### src/rtl/sweep_iq_accumulator.sv
// ---------------------------------------------------------------------------
// sweep_iq_accumulator : per-point I/Q projection of NCH ADC channels onto a
// swept DDS reference, windowed on whole reference periods.   Rev 1.0
// ---------------------------------------------------------------------------
`default_nettype none

module sweep_iq_accumulator #(
  parameter int NCH        = 2,
  parameter int ADC_WIDTH  = 14,
  parameter int REF_WIDTH  = 14,
  parameter int ACC_WIDTH  = 48,
  parameter int ADDR_WIDTH = 8
) (
  input  logic                      clk125,
  input  logic                      areset_n,
  input  logic                      start,
  input  logic                      abort,
  input  logic [ADDR_WIDTH-1:0]     num_points,
  input  logic [3:0]                num_cycles,
  input  logic [3:0]                settle_cycles,
  input  logic [REF_WIDTH-1:0]      ref_sin,
  input  logic [REF_WIDTH-1:0]      ref_cos,
  input  logic                      ref_zero,
  input  logic                      ref_valid,
  input  logic [NCH*ADC_WIDTH-1:0]  adc,
  output logic [ADDR_WIDTH-1:0]     freq_addr,
  output logic [NCH*ACC_WIDTH-1:0]  acc_i,
  output logic [NCH*ACC_WIDTH-1:0]  acc_q,
  output logic [23:0]               sample_count,
  output logic [ADDR_WIDTH-1:0]     res_point,
  output logic [NCH-1:0]            res_ovf,
  output logic                      res_valid,
  input  logic                      res_ready,
  output logic                      busy,
  output logic                      done
);

  localparam int PW = ADC_WIDTH + REF_WIDTH;
  localparam logic [ADDR_WIDTH-1:0] ADDR_ONE = {{(ADDR_WIDTH-1){1'b0}}, 1'b1};

  typedef enum logic [2:0] {
    S_IDLE     = 3'd0,
    S_WAIT_REF = 3'd1,
    S_SETTLE   = 3'd2,
    S_INTEG    = 3'd3,
    S_HOLD     = 3'd4,
    S_DONE     = 3'd5
  } state_t;

  state_t                  state_q, state_d;
  logic [3:0]              cnt_q, cnt_d;
  logic [ADDR_WIDTH-1:0]   freq_addr_q, freq_addr_d;
  logic [ADDR_WIDTH-1:0]   npts_q;
  logic [3:0]              ncyc_q;
  logic [3:0]              settle_q;
  logic                    v_q;
  logic                    flush_q;
  logic                    res_valid_q;
  logic [ADDR_WIDTH-1:0]   res_point_q;
  logic [23:0]             scnt_q;
  logic                    win_open;
  logic                    win_close;
  logic                    cfg_load;
  logic [PW-1:0]           sin_x;
  logic [PW-1:0]           cos_x;

  // Returns {overflow, saturated sum}; one guard bit is enough because the
  // accumulator is at least one bit wider than any product.
  function automatic logic [ACC_WIDTH:0] sat_add(input logic [ACC_WIDTH-1:0] a,
                                                 input logic [PW-1:0]        p);
    logic [ACC_WIDTH:0] s;
    s = {a[ACC_WIDTH-1], a} + {{(ACC_WIDTH+1-PW){p[PW-1]}}, p};
    if (s[ACC_WIDTH] != s[ACC_WIDTH-1])
      sat_add = {1'b1, s[ACC_WIDTH], {(ACC_WIDTH-1){~s[ACC_WIDTH]}}};
    else
      sat_add = {1'b0, s[ACC_WIDTH-1:0]};
  endfunction

  always_comb begin
    state_d     = state_q;
    cnt_d       = cnt_q;
    freq_addr_d = freq_addr_q;
    win_open    = 1'b0;
    win_close   = 1'b0;
    cfg_load    = 1'b0;
    case (state_q)
      S_IDLE: begin
        if (start) begin
          freq_addr_d = '0;
          cfg_load    = 1'b1;
          state_d     = (num_points == '0) ? S_DONE : S_WAIT_REF;
        end
      end
      S_WAIT_REF: begin
        if (ref_valid) begin
          state_d = S_SETTLE;
          cnt_d   = '0;
        end
      end
      S_SETTLE: begin
        if (!ref_valid) begin
          state_d = S_WAIT_REF;
        end else if (ref_zero) begin
          if (cnt_q == settle_q) begin
            state_d  = S_INTEG;
            cnt_d    = '0;
            win_open = 1'b1;
          end else begin
            cnt_d = cnt_q + 4'd1;
          end
        end
      end
      S_INTEG: begin
        if (!ref_valid) begin
          state_d = S_WAIT_REF;
        end else if (ref_zero) begin
          if (cnt_q + 4'd1 == ncyc_q) begin
            state_d   = S_HOLD;
            win_close = 1'b1;
          end else begin
            cnt_d = cnt_q + 4'd1;
          end
        end
      end
      S_HOLD: begin
        if (res_valid_q && res_ready) begin
          if (freq_addr_q == npts_q - ADDR_ONE) begin
            state_d = S_DONE;
          end else begin
            freq_addr_d = freq_addr_q + ADDR_ONE;
            state_d     = S_SETTLE;
            cnt_d       = '0;
          end
        end
      end
      S_DONE: begin
        if (!start) state_d = S_IDLE;
      end
      default: state_d = S_IDLE;
    endcase
    if (abort) begin
      state_d     = S_IDLE;
      cnt_d       = cnt_q;
      freq_addr_d = freq_addr_q;
      win_open    = 1'b0;
      win_close   = 1'b0;
      cfg_load    = 1'b0;
    end
  end

  always_ff @(posedge clk125 or negedge areset_n) begin
    if (!areset_n) begin
      state_q     <= S_IDLE;
      cnt_q       <= '0;
      freq_addr_q <= '0;
      npts_q      <= '0;
      ncyc_q      <= 4'd1;
      settle_q    <= '0;
      v_q         <= 1'b0;
      flush_q     <= 1'b0;
      res_valid_q <= 1'b0;
      res_point_q <= '0;
      scnt_q      <= '0;
    end else begin
      state_q     <= state_d;
      cnt_q       <= cnt_d;
      freq_addr_q <= freq_addr_d;
      // v_q marks the registered product as belonging to the window.
      v_q         <= win_open || (state_q == S_INTEG && state_d == S_INTEG);
      flush_q     <= win_close;
      if (cfg_load) begin
        npts_q   <= num_points;
        ncyc_q   <= (num_cycles == 4'd0) ? 4'd1 : num_cycles;
        settle_q <= settle_cycles;
      end
      if (abort) begin
        res_valid_q <= 1'b0;
      end else if (flush_q) begin
        res_valid_q <= 1'b1;
        res_point_q <= freq_addr_q;
      end else if (state_q == S_HOLD && res_valid_q && res_ready) begin
        res_valid_q <= 1'b0;
      end
      if (win_open)
        scnt_q <= '0;
      else if (v_q && scnt_q != 24'hFF_FFFF)
        scnt_q <= scnt_q + 24'd1;
    end
  end

  assign sin_x = {{ADC_WIDTH{ref_sin[REF_WIDTH-1]}}, ref_sin};
  assign cos_x = {{ADC_WIDTH{ref_cos[REF_WIDTH-1]}}, ref_cos};

  generate
    for (genvar k = 0; k < NCH; k++) begin : g_ch
      logic [PW-1:0]        adc_x;
      logic [PW-1:0]        prod_i_q;
      logic [PW-1:0]        prod_q_q;
      logic [ACC_WIDTH-1:0] acc_i_q;
      logic [ACC_WIDTH-1:0] acc_q_q;
      logic [ACC_WIDTH:0]   sum_i;
      logic [ACC_WIDTH:0]   sum_q;
      logic                 ovf_q;

      // Operands are pre-extended so the truncated PW-bit product is exact.
      assign adc_x = {{REF_WIDTH{adc[k*ADC_WIDTH+ADC_WIDTH-1]}},
                      adc[k*ADC_WIDTH +: ADC_WIDTH]};
      assign sum_i = sat_add(acc_i_q, prod_i_q);
      assign sum_q = sat_add(acc_q_q, prod_q_q);

      always_ff @(posedge clk125 or negedge areset_n) begin
        if (!areset_n) begin
          prod_i_q <= '0;
          prod_q_q <= '0;
          acc_i_q  <= '0;
          acc_q_q  <= '0;
          ovf_q    <= 1'b0;
        end else begin
          prod_i_q <= adc_x * sin_x;
          prod_q_q <= adc_x * cos_x;
          if (win_open) begin
            acc_i_q <= '0;
            acc_q_q <= '0;
            ovf_q   <= 1'b0;
          end else if (v_q) begin
            acc_i_q <= sum_i[ACC_WIDTH-1:0];
            acc_q_q <= sum_q[ACC_WIDTH-1:0];
            ovf_q   <= ovf_q | sum_i[ACC_WIDTH] | sum_q[ACC_WIDTH];
          end
        end
      end

      assign acc_i[k*ACC_WIDTH +: ACC_WIDTH] = acc_i_q;
      assign acc_q[k*ACC_WIDTH +: ACC_WIDTH] = acc_q_q;
      assign res_ovf[k]                      = ovf_q;
    end
  endgenerate

  assign freq_addr    = freq_addr_q;
  assign sample_count = scnt_q;
  assign res_point    = res_point_q;
  assign res_valid    = res_valid_q;
  assign busy         = (state_q != S_IDLE) && (state_q != S_DONE);
  assign done         = (state_q == S_DONE);

endmodule

`default_nettype wire

### config.mk
export PLATFORM = sky130hd
export DESIGN_NAME = sweep_iq_accumulator
export DESIGN_NICKNAME = d
export VERILOG_FILES = /design/src/rtl/sweep_iq_accumulator.sv
export SDC_FILE = /design/constraint.sdc
export NUM_CORES = 2
export LEC_CHECK = 0
export BUFFER_PORTS_ARGS = -buffer_cell sky130_fd_sc_hd__clkbuf_2
export CAP_MARGIN = 30
export CORE_MARGIN = 4
export CORE_UTILIZATION = 58
export DETAILED_ROUTE_END_ITERATION = 8
export PLACE_DENSITY = 0.79
export RECOVER_POWER = 25
export SETUP_SLACK_MARGIN = 0.5
export SLEW_MARGIN = 10
export SYNTH_ARGS = -nofsm -noshare
export SYNTH_HDL_FRONTEND = slang
export SYNTH_SLANG_ARGS = --single-unit
### constraint.sdc
create_clock -name clk125 -period 3.2 [get_ports clk125]
set_input_delay 0.96 -clock clk125 [delete_from_list [all_inputs] [get_ports clk125]]
set_output_delay 0.96 -clock clk125 [all_outputs]
set_load 0.01 [all_outputs]
[After elaboration in Yosys (flattened, before gate mapping)]
Index checks and enable logic that the tools add are counted.
Word-level totals
  register bits: 372
Cells by class
  equal/unequal tests: 24
  mux-type cells: 63
  reductions and logical operators: 19
  bitwise gates (word level): 9
  $mul: 4
  add/subtract/negate cells: 8
Operators with widths (number)
  2-to-1 mux 48 bit: 8
  adder 48 x 28 -> 49 bit: 4
  2-to-1 mux 49 bit: 4
  multiplier 14 x 14 -> 28 bit: 4
  2-to-1 mux 24 bit: 2
  2-to-1 mux 4 bit: 10
  2-to-1 mux 3 bit: 13
  adder 24 x 1 -> 24 bit (second input constant): 1
  2-to-1 mux 8 bit: 3
  inequality test 24 bit (second input constant): 1
  2-to-1 mux 1 bit: 20
  inequality test 2 bit (second input constant): 9
  case mux 3 bit (6 select lines): 1
  case mux 4 bit (4 select lines): 1
  case mux 8 bit (2 select lines): 1
  AND reduction 10 bit: 1
  equality test 3 x 2 -> 1 bit (second input constant): 3
  adder 8 x 1 -> 8 bit (second input constant): 1
  equality test 4 bit: 2
  equality test 8 bit: 1
  logical NOT 8 bit: 1
  subtractor 8 x 1 -> 8 bit (second input constant): 1
  equality test 3 bit (second input constant): 2
  logical AND 1 bit: 6
  14 further kinds: 27

[Longest topological paths before layout]
  depth in word-level cells: 10
  gate-level depth with buffers: 26
  depth with buffers taken out: 25

[Worst setup path before layout]
No wires, ideal clock.
  path type: input -> register
  start: input port adc[7]
  end: register g_ch[0].prod_q_q[27]
  data arrival time: 6.987 ns
  stages: 26
  path buffers: 2
  setup slack: -3.867 ns
  setup time: 0.080 ns
  data required time: 3.120 ns
  cell sequence: clkbuf_1 clkbuf_1 and2_1 fa_1 inv_1 fa_1 inv_1 fa_1 inv_1 fa_1 inv_1 fa_1 inv_1 fa_1 inv_1 ha_1 o21a_1 o21ai_0 a21oi_1 o41ai_1 o211a_1 o31ai_1 o41ai_1 o21ai_0 a21oi_1 xnor2_1
Between the ends
  longest elaborated chain between the ends: 1
RTL lines
  start: declaration: line 25  | input logic [NCH*ADC_WIDTH-1:0] adc,
  multiplier 14 x 14 -> 28 bit: line 220  | prod_q_q <= adc_x * cos_x;
  end signal: assignment: line 220
  end: declaration: line 198  | logic [PW-1:0] prod_q_q;
Every way passes these cells.
A chain may end at the register's enable or synchronous reset.

[Worst setup path after layout]
  start: input port ref_sin[2]
  end: register g_ch[1].prod_i_q[23]
Between the ends
  longest elaborated chain between the ends: 1
RTL lines
  start: declaration: line 21  | input logic [REF_WIDTH-1:0] ref_sin,
  multiplier 14 x 14 -> 28 bit: line 219  | prod_i_q <= adc_x * sin_x;
  end signal: assignment: line 219
  end: declaration: line 197  | logic [PW-1:0] prod_i_q;
Every way passes these cells.

==> out/summary.md <==
• **violated checks** max-capacitance violations, max-slew violations, negative setup slack
• **cell count after synthesis** 6017
• **critical path launch point type** input port
• **fraction of layout instances using a drive strength above 1** 31.3%
• **CTS tree** yes
• **cell with the largest stage delay on the worst path** sky130_fd_sc_hd__fa_1
• **DRC errors left** 0
• **clock transition at the registers of the reported paths** 0.06 ns
• **max-capacitance violation count** 1
• **CP Data Required Time** 3.71 ns
• **number of buffers on the longest clock path** 3
• **effective utilization at floorplan** 58.8%
• **Synth-to-Final Area Change** 35.2%
• **DIE HEIGHT** 314 µm
• **Yosys warning count** 0
• **GRT Residual Overflow** 0
• **commonest cells after routing, fill and taps aside** sky130_fd_sc_hd__inv_1, sky130_fd_sc_hd__buf_4, sky130_fd_sc_hd__fa_1
• **fillcell total** 5080
• **Routed wire per std cell** 23.0 µm
• **setup repair after global routing missed its margin** yes
• **largest stage delay on the critical path** 0.57 ns
• **cell type with the highest occurrence count on the critical path** sky130_fd_sc_hd__fa_1
• **number of sinks on the clock net** 372
• **Detailed Route Iter0 Violations** 5948
• **largest family of logic cells by synthesized area** adder cells
• **Post-Synthesis Mean Instance Area** 9.00 µm²
• **post-synthesis xor/xnor area fraction** 5.43%
• **HPWL reported at the end of detailed placement** 123000 µm
• **count of buffers inserted at the top-level ports** 315
• **total standard cell area after synthesis** 54100 µm²
• **wire length of the first global-routing pass** 265000 µm
• **Hold Worst Slack** 0.472 ns
• **critical path peak fanout** 6
• **prevailing post-synth register cell** sky130_fd_sc_hd__dfrtp_1
• **fin nets** 8568
• **antenna violations before repair** 9
• **compound-cell area share of the yosys netlist** 13.2%
• **dpl ws** -3.73 ns
• **count of cells along the worst hold path** 2
• **clk root buf** sky130_fd_sc_hd__clkbuf_16
• **transition time of the tightest slew-check pin** 1.90 ns
• **floorplan die area** 98300 µm²
• **dpl cells** 8205
• **Post-synth EDFFs** 0
• **vias in the first global route** 51800
• **number of H-tree levels** 2
• **final hold violation count** 0
• **R2R depth** 16
• **length of the first detailed-routing pass in iterations** 9
• **post-route worst setup slack** -3.31 ns
• **number of distinct library cell variants in the gate-level netlist after synthesis** 95
• **flop and latch count out of synthesis** 372
• **multiplexer share of the synthesized area** 0.321%
• **Post-Synth Adder-Cell Area** 39.7%
• **series of cell instances along the critical path** clkbuf_16 -> buf_6 -> buf_12 -> and2_1 -> fa_1 -> inv_1 -> fa_1 -> inv_1 -> fa_1 -> fa_1 -> fa_1 -> inv_1 -> fa_1 -> inv_1 -> ha_4 -> nand3_4 -> o2111ai_4 -> nand2_2 -> buf_6 -> buf_6 -> buf_6 -> o2111a_1 -> xnor2_1
• **portion of the clock cycle consumed by the worst path in the final layout** 203%
• **post-layout min period** 6.51 ns
• **worst-case headroom to the max-slew limit** -26.7%
• **area fraction in and, or, nand and nor cells after synthesis** 15.4%
• **Die X** 314 µm
• **core area** 92100 µm²
• **net count after synthesis** 7344
• **clock buffers created by TritonCTS** 46
• **total count of max-transition violations in the final report** 61
• **Achievable Freq** 154 MHz
• **most frequent standard cell in the layout excluding fill and tap cells** sky130_fd_sc_hd__inv_1
• **overall global routing resource usage** 33.4%
• **outcome** finished, violations left
• **Via Count** 51800
• **Clk Latency, worst-skew pair** 0.63 ns
• **top-level port count** 316
• **type of the worst min-delay path** reg -> reg
• **Clock Skew** 0.0351 ns
• **Critical Path AT** 7.02 ns
• **Final GP Congestion** 0.943
• **final antenna-violating net count** 0
• **Critical Setup Path Class** in -> reg
• **row count** 111
• **count of placed standard cells in the final layout, fillers left out** 8526
• **Async SR Flop Fraction** 100%
• **total routed wirelength** 196000 µm
• **drt via density** 6.08
• **Setup-failing EPs final** 285
• **multi-input combinational cell area** 44500 µm²
• **maximum number of pins on one net before global-route repair** 91
• **register cell area after layout** 9320 µm²
• **Critical Path Sink Type** flip-flop
• **part of the Yosys area used for sequential elements** 17.2%
• **quantity of hold-fixing buffers added after cts** 0
[flip-flops by register name, indices dropped and copies added (netlist names)]
signal         count
v_q                1
npts_q             8
freq_addr          8
g_ch.acc_i_q      96
res_valid          1
g_ch.prod_q_q     56
g_ch.prod_i_q     56
res_point          8
g_ch.acc_q_q      96
g_ch.ovf_q         2
cnt_q              4
flush_q            1
state_q            3
settle_q           4
sample_count      24
ncyc_q             4
[per-stage QoR]
step	TNS [ns]	utilization, %	instance area (µm²)
3_3_place_gp	-294.35	70.3	64700
6_report	-282.67	79.5	73200
4_1_cts	-223.81	74.8	68900
3_5_place_dp	-320.62	70.3	64700
5_1_grt	-307.48	79.5	73200
2_1_floorplan	-214.37	-	56400
[worst max-delay path: cells and delay by family]
| family | cells | cell delay, ns |
|---|---|---|
| AO/OA/AOI/OAI | 2 | 0.52 |
| XOR/XNOR | 1 | 0.12 |
| adder cells (fa/ha/maj) | 7 | 3.55 |
| buffers and inverters | 10 | 1.40 |
| AND/OR/NAND/NOR | 3 | 0.46 |
[cells in the mapped netlist (30+ instances only)]
cell | instances | share of area, %
sky130_fd_sc_hd__a211oi_1 | 31 | 0.43
sky130_fd_sc_hd__clkbuf_1 | 220 | 1.5
sky130_fd_sc_hd__a21oi_1 | 331 | 3.1
sky130_fd_sc_hd__o21bai_1 | 47 | 0.65
sky130_fd_sc_hd__nor3_1 | 61 | 0.56
sky130_fd_sc_hd__a21o_1 | 131 | 1.8
sky130_fd_sc_hd__and2_1 | 423 | 4.9
sky130_fd_sc_hd__ha_1 | 464 | 11
sky130_fd_sc_hd__o21ai_1 | 42 | 0.39
sky130_fd_sc_hd__o21a_1 | 30 | 0.42
sky130_fd_sc_hd__inv_1 | 973 | 6.7
sky130_fd_sc_hd__dfrtp_1 | 371 | 17
sky130_fd_sc_hd__nand2b_1 | 45 | 0.52
sky130_fd_sc_hd__nand2_1 | 642 | 4.5
sky130_fd_sc_hd__xnor2_1 | 229 | 3.7
sky130_fd_sc_hd__o21ai_0 | 210 | 1.9
sky130_fd_sc_hd__a22oi_1 | 47 | 0.65
sky130_fd_sc_hd__fa_1 | 784 | 29
sky130_fd_sc_hd__nor2_1 | 290 | 2.0
sky130_fd_sc_hd__a221o_1 | 52 | 0.96
sky130_fd_sc_hd__nand3_1 | 75 | 0.69
sky130_fd_sc_hd__xor2_1 | 105 | 1.7
sky130_fd_sc_hd__and3_1 | 36 | 0.42
[cell type report]
type / count / area share, %
sequential: 372 / 12.7
timing repair buffer: 1436 / 17.2
inverter: 973 / 4.99
antenna: 7 / 0.0239
tap: 1243 / 2.12
clock inverter: 10 / 0.176
multi-input combinational: 4412 / 60.9
clock buffer: 73 / 1.90
[final timing paths]
kind / start / endpoint / slack [ns]
worst min register to register: ncyc_q[0] / ncyc_q[0] / 0.47
worst max-delay path: ref_sin[2] / g_ch[1].prod_i_q[23] / -3.31
min in group asynchronous: areset_n / res_point[3] / 0.86
worst max register to register: g_ch[1].acc_i_q[12] / g_ch[1].acc_i_q[39] / -0.67
worst min-delay path: ncyc_q[0] / ncyc_q[0] / 0.47
max in group asynchronous: areset_n / g_ch[1].acc_q_q[40] / 0.33
[per-layer routing]
metal  global-route usage [%]  vias up  wire (µm)  part of all wire [%]
li1                         -    21800          -                     -
met1                     40.3    25200      66600                    34
met2                     57.3     3455      91100                    46
met3                     6.45     1337      20100                    10
met4                     17.3        4      17900                   9.1
met5                        0        -        171                 0.087
[cell families after synthesis]
group / count (synthesis)
xor+xnor: 335
mux: 16
simple gates: 1716
flops: 372
fa+ha+maj: 1248
buf+inv: 1233
compound gates: 1097
[what timing repair did]
action | CTS | global route
cloned | 8 | 36
gates resized for setup | 375 | 613
setup endpoints to repair | 306 | 323
setup buffers | 84 | 103
pin swaps | 168 | 294
Power is left out: the tool's default activity adds up to more than one toggle a clock period on the data nets, which glitch-free logic cannot reach.
